===== src/rtl/trig_conditioner.sv =====
// trig_conditioner: synchronised/debounced external or internal-rate trigger with arming, holdoff, busy interlock and missed count.
// Optional: define TRIG_TIMESTAMP_EN to latch a free-running cycle count into ts_out on every fire (ts_out is 0 otherwise).
module trig_conditioner #(
    parameter int SYNC_STAGES     = 2,
    parameter int DEBOUNCE_CYCLES = 16,
    parameter int HOLDOFF_CYCLES  = 333,
    parameter int PERIOD_W        = 32
) (
    input  logic                clk,
    input  logic                rst_n,
    input  logic                trig_in,
    input  logic                src_sel,
    input  logic [PERIOD_W-1:0] period,
    input  logic                arm,
    input  logic                busy,
    input  logic                clr_missed,
    output logic                trig,
    output logic                armed,
    output logic [15:0]         missed_cnt,
    output logic [31:0]         ts_out
);
    localparam int DW = $clog2(DEBOUNCE_CYCLES + 1);
    localparam int HW = $clog2(HOLDOFF_CYCLES + 1);
    localparam logic [DW-1:0] DEB_MAX   = DW'(DEBOUNCE_CYCLES);
    localparam logic [HW-1:0] HOLD_LAST = HW'(HOLDOFF_CYCLES - 1);

    typedef enum logic [1:0] {IDLE, WAIT, FIRE, HOLDOFF} state_t;

    logic [SYNC_STAGES-1:0] r_sync;
    logic [DW-1:0]          r_deb_cnt;
    logic                   r_filt;
    logic                   r_filt_q;
    logic                   r_src_q;
    logic [PERIOD_W-1:0]    r_per_cnt;
    logic [HW-1:0]          r_hold_cnt;
    state_t                 r_state;
    logic                   r_trig;
    logic                   r_armed;
    logic [15:0]            r_missed;

    logic w_synced;
    logic w_src_chg;
    logic w_int_act;
    logic w_int_evt;
    logic w_ext_evt;
    logic w_evt;
    logic w_miss;

    assign w_synced  = r_sync[SYNC_STAGES-1];
    assign w_src_chg = src_sel != r_src_q;
    assign w_int_act = src_sel & (period != '0) & arm & ~w_src_chg;
    assign w_int_evt = w_int_act & (r_per_cnt == period - PERIOD_W'(1));
    assign w_ext_evt = r_filt & ~r_filt_q;
    assign w_evt     = ~w_src_chg & (src_sel ? w_int_evt : w_ext_evt);
    assign w_miss    = arm & w_evt & (((r_state == WAIT) & busy) | (r_state == FIRE) | (r_state == HOLDOFF));

    // Synchroniser and debounce filter; a source switch re-aligns the filter so no false edge appears.
    always_ff @(posedge clk or negedge rst_n) begin
        if (!rst_n) begin
            r_sync    <= '0;
            r_deb_cnt <= '0;
            r_filt    <= 1'b0;
            r_filt_q  <= 1'b0;
            r_src_q   <= 1'b0;
        end else begin
            r_sync  <= {r_sync[SYNC_STAGES-2:0], trig_in};
            r_src_q <= src_sel;
            if (w_src_chg) begin
                r_deb_cnt <= '0;
                r_filt    <= w_synced;
                r_filt_q  <= w_synced;
            end else begin
                r_filt_q <= r_filt;
                if (r_deb_cnt == DEB_MAX) begin
                    r_filt    <= ~r_filt;
                    r_deb_cnt <= '0;
                end else begin
                    r_deb_cnt <= (w_synced != r_filt) ? r_deb_cnt + 1'b1 : '0;
                end
            end
        end
    end

    // Internal repetition counter: runs 0..period-1 only while selected, enabled and armed.
    always_ff @(posedge clk or negedge rst_n) begin
        if (!rst_n) r_per_cnt <= '0;
        else        r_per_cnt <= (!w_int_act || w_int_evt) ? '0 : r_per_cnt + 1'b1;
    end

    // Arm/fire/holdoff state machine with registered trig and armed outputs.
    always_ff @(posedge clk or negedge rst_n) begin
        if (!rst_n) begin
            r_state    <= IDLE;
            r_hold_cnt <= '0;
            r_trig     <= 1'b0;
            r_armed    <= 1'b0;
        end else if (!arm) begin
            r_state    <= IDLE;
            r_hold_cnt <= '0;
            r_trig     <= 1'b0;
            r_armed    <= 1'b0;
        end else begin
            r_trig  <= 1'b0;
            r_armed <= 1'b1;
            case (r_state)
                IDLE: r_state <= WAIT;
                WAIT: begin
                    if (w_evt && !busy) begin
                        r_state <= FIRE;
                        r_trig  <= 1'b1;
                    end
                end
                FIRE: begin
                    r_state    <= HOLDOFF;
                    r_hold_cnt <= '0;
                end
                HOLDOFF: begin
                    if (r_hold_cnt == HOLD_LAST) r_state <= WAIT;
                    else                         r_hold_cnt <= r_hold_cnt + 1'b1;
                end
                default: r_state <= IDLE;
            endcase
        end
    end

    // Saturating count of events rejected while armed; clear takes priority over a same-cycle increment.
    always_ff @(posedge clk or negedge rst_n) begin
        if (!rst_n) r_missed <= '0;
        else        r_missed <= clr_missed ? '0 : (w_miss && r_missed != 16'hFFFF) ? r_missed + 1'b1 : r_missed;
    end

`ifdef TRIG_TIMESTAMP_EN
    logic [31:0] r_cycle;
    logic [31:0] r_ts;

    // Free-running cycle counter, captured into the timestamp during the FIRE cycle.
    always_ff @(posedge clk or negedge rst_n) begin
        if (!rst_n) begin
            r_cycle <= '0;
            r_ts    <= '0;
        end else begin
            r_cycle <= r_cycle + 1'b1;
            if (r_state == FIRE) r_ts <= r_cycle;
        end
    end

    assign ts_out = r_ts;
`else
    assign ts_out = '0;
`endif

    assign trig       = r_trig;
    assign armed      = r_armed;
    assign missed_cnt = r_missed;
endmodule

===== config.mk =====
export PLATFORM = sky130hd
export DESIGN_NAME = trig_conditioner
export DESIGN_NICKNAME = d
export VERILOG_FILES = /design/src/rtl/trig_conditioner.sv
export SDC_FILE = /design/constraint.sdc
export NUM_CORES = 1
export LEC_CHECK = 0
export ABC_AREA = 1
export CAP_MARGIN = 20
export CORE_ASPECT_RATIO = 1.2
export CORE_MARGIN = 4
export CORE_UTILIZATION = 50
export CTS_CLUSTER_DIAMETER = 200
export CTS_CLUSTER_SIZE = 12
export DETAILED_ROUTE_END_ITERATION = 12
export GPL_TIMING_DRIVEN = 0
export PLACE_DENSITY = 0.86
export SLEW_MARGIN = 20
export SYNTH_ARGS = -nofsm -noshare
export SYNTH_HDL_FRONTEND = slang
export SYNTH_SLANG_ARGS = --single-unit

===== constraint.sdc =====
create_clock -name clk -period 5.7 [get_ports clk]
set_input_delay 1.14 -clock clk [delete_from_list [all_inputs] [get_ports clk]]
set_output_delay 1.14 -clock clk [all_outputs]
set_load 0.05 [all_outputs]

==> results.ini, run 1 <==
[status]
outcome=finished clean

[synthesis]
netlist_area_um2=5590
postSynthCellCount=819
syn_area_per_cell_um2=6.82
ys_types=40
ys_ff_latch=71
ys_seq_area_share_pct=31.8
ys.warnings.count=0

[timing]
fin_skew_ns=0.00585
finalCritPeriodShare_pct=63.3
max_freq_mhz=277
slew_headroom_pct=65.6
fin_crit_ns=3.61
rsz0062_at_grt=false
tightest_slew_ns=0.515
fin_tns_setup_ns=0
layout_setup_ws_ns=2.09
setup_viol=0
hold_viol=0
maxSlewViolCount=0

[cts]
clockBufferDepth=2
clk_pin_slew_ns=0.06
cts_setup_buffers=0
cts_tree=yes
clkLatencyLatePin_ns=0.34
hold_buffers=0
ctsRootBufferMaster=clkbuf_16
cts_sinks=71
cts_resized=0
htreeDepth=3
cts_buffers=9

[setup_path]
worstPathArrival_ns=3.82
regToRegStartpoint=r_per_cnt[0]$_DFF_PN0_
startpoint_type=primary input
worstPathMaxFanout=10
ff2ff_setup_slack_ns=3.21
r2r_end=r_per_cnt[28]$_DFF_PN0_
endpoint_kind=flip-flop
r2r_cells=15
critPathKind=primary input to flip-flop
crit_required_ns=5.91

[global_routing]
grt-ovfl-total=0
grt_first_pass_wirelength_um=22100
grt.total_usage_pct=20.9
grt_max_degree=43
grt_pass1_vias=4903
antenna_found_initial=0

[floorplan]
chipHeight_um=124
design.core.area_um2=11000
io_pins=89
rows=42
start_util_pct=50.9
die_area_um2=12900
die_w_um=105

[place]
dpl.hpwl_um=10100
gp_congestion=0.960
place_ws_ns=1.76
io_buffer_count=56

[route]
wl_per_cell_um=12.2
vias=5285
drt-total-wl_um=12900
drc=0
vias_per_cell=5.01
dr.pass1.iters=4
drt_iter0_drc=238
ant_nets=0

[final_layout]
num_antenna_cells=0
drive_gt1_share_pct=9.86
nFillCells=968
area_growth_pct=21.6
finalNetCount=969

[power_and_ir_drop]
p_leak_nw=3.18
ir_drop_v=0.000288
cellPowerDensity_nw_per_um2=219

[hold_path]
hold_depth=0
hold_path_class=flip-flop to flip-flop
hp-start=r_sync[0]$_DFF_PN0_
hold-path-endpoint=r_sync[1]$_DFF_PN0_

[flow_run]
cap_violations=0

[how the worst max path moves through the flow]
stage / from / to / slack (ns)
4_1_cts: period[0] / missed_cnt[3]$_DFFE_PN0P_ / 2.11
6_report: period[0] / missed_cnt[3]$_DFFE_PN0P_ / 2.09
2_1_floorplan: period[0] / missed_cnt[3]$_DFFE_PN0P_ / 2.73
3_5_place_dp: period[0] / missed_cnt[3]$_DFFE_PN0P_ / 1.76
5_1_grt: period[0] / missed_cnt[3]$_DFFE_PN0P_ / 1.80
3_3_place_gp: rst_n / r_per_cnt[30]$_DFF_PN0_ / 1.07
[layer usage]
| layer | vias up | global-route usage [%] | part of all wire (%) |
|---|---|---|---|
| li1 | 2737 | - | - |
| met1 | 2399 | 25.0 | 43 |
| met2 | 122 | 36.6 | 50 |
| met3 | 27 | 3.68 | 4.4 |
| met4 | 0 | 10.1 | 2.9 |
| met5 | - | 0 | 0 |
[where the power goes]
group	switching, mW	total [mW]	internal (mW)	leakage (nW)
sequential	0.0189	0.539	0.520	0.973
combinational	0.189	0.291	0.102	2.04
clock	0.227	0.655	0.429	0.166
total	0.434	1.48	1.05	3.18
[cell usage in the layout, fill, tap and decap left out, types with 12 or more instances in the layout]
cell and instances:
a21oi_1 14, buf_4 33, clkdlybuf4s50_1 55, conb_1 32, dfrtp_1 71, ha_1 12, inv_1 94, nand2_1 215
nand3_1 61, nand4_1 15, nor2_1 135, nor3_1 21, o21ai_0 12, xnor2_1 12, xor2_1 46
[stage by stage]
stage | util, % | std cells | instance area [um2] | hold WS, ns | power, mW
6_report | 61.8 | 1055 | 6790 | 0.368 | 1.48
5_1_grt | 61.8 | 1055 | 6790 | 0.366 | 1.55
4_1_cts | 61.8 | 1055 | 6790 | 0.365 | 1.49
3_5_place_dp | 58.7 | 1039 | 6450 | 0.352 | 0.835
3_3_place_gp | 58.5 | 1038 | 6430 | 0.340 | 0.827
2_1_floorplan | - | 850 | 5700 | 0.331 | 0.745
[sequential cells by signal, summed over array words and instances (netlist names)]
signal,count
armed,1
missed_cnt,16
r_deb_cnt,5
r_filt,1
r_filt_q,1
r_hold_cnt,9
r_per_cnt,32
r_src_q,1
r_state,2
r_sync,2
trig,1
[cells in the mapped netlist, drive strengths merged]
master / instances / share of area, %
nand3: 63 / 5.8
nand4: 15 / 1.7
inv: 94 / 6.3
nand2: 223 / 16
clkbuf: 2 / 0.31
nand3b: 8 / 1.1
buf: 39 / 5.6
or2: 3 / 0.34
nor4: 7 / 0.90
nor3b: 4 / 0.54
o21ai: 18 / 1.9
and3: 1 / 0.11
xor2: 46 / 7.2
a41oi: 2 / 0.31
ha: 12 / 2.7
nor2: 149 / 11
conb: 1 / 0.067
a31oi: 3 / 0.34
xnor2: 12 / 1.9
clkinv: 1 / 0.067
o21bai: 6 / 0.81
o22ai: 2 / 0.22
a21oi: 14 / 1.3
dfrtp: 71 / 32
nor3: 22 / 2.1
o211ai: 1 / 0.13
[cells by family (layout without fill, tap and decap cells)]
logic type | after synthesis | after routing | share of synthesized area (%)
buf+inv | 136 | 209 | 12.3
fa+ha+maj | 12 | 12 | 2.69
flops | 71 | 71 | 31.8
xor+xnor | 58 | 58 | 9.09
simple gates | 495 | 495 | 39.1
compound gates | 46 | 46 | 4.95
other cells | 1 | 32 | 0.0671
[cell type report]
type / instances / area (um2) / share of cell area, %
plain buffers: 41 / 330 / 4.86
inverters: 95 / 357 / 5.25
clock inverters: 7 / 120 / 1.77
flip-flops and latches: 71 / 1780 / 26.2
multi-input cells: 643 / 3240 / 47.7
clock buffers: 9 / 225 / 3.32
well taps: 132 / 165 / 2.43
repair buffers: 57 / 578 / 8.51
[critical path, stage by stage]
cell	delay [ns]
clkdlybuf4s50_1	0.47
inv_1	0.12
ha_1	0.23
nand2_1	0.07
nor2_1	0.23
nand3_1	0.23
o21ai_1	0.23
nand2_1	0.07
nand2_1	0.06
nand2_1	0.05
inv_1	0.04
nand3_1	0.07
nor2_2	0.16
nand3_2	0.12
nand2_2	0.11
nand2_4	0.08
nand2_4	0.10
buf_12	0.14
o21ai_0	0.08
No activity file was read; power rests on OpenSTA's default activity.
==> inputs of run 2 (changes only) <==
clock period = 3.6 ns   (was 5.7 ns; I/O delays follow)
==> results of run 2 <==
The final DEF is identical to that of run 1. Status: finished clean.
Main changes from that run: setup slack after placement 1.76 ns -> 0.0774 ns; setup slack after layout 2.09 ns -> 0.414 ns; hold slack 0.368 ns -> 0.305 ns; register-to-register setup slack 3.21 ns -> 1.11 ns; total power 1.48 mW -> 2.35 mW; worst IR drop on VDD 0.000288 V -> 0.000456 V
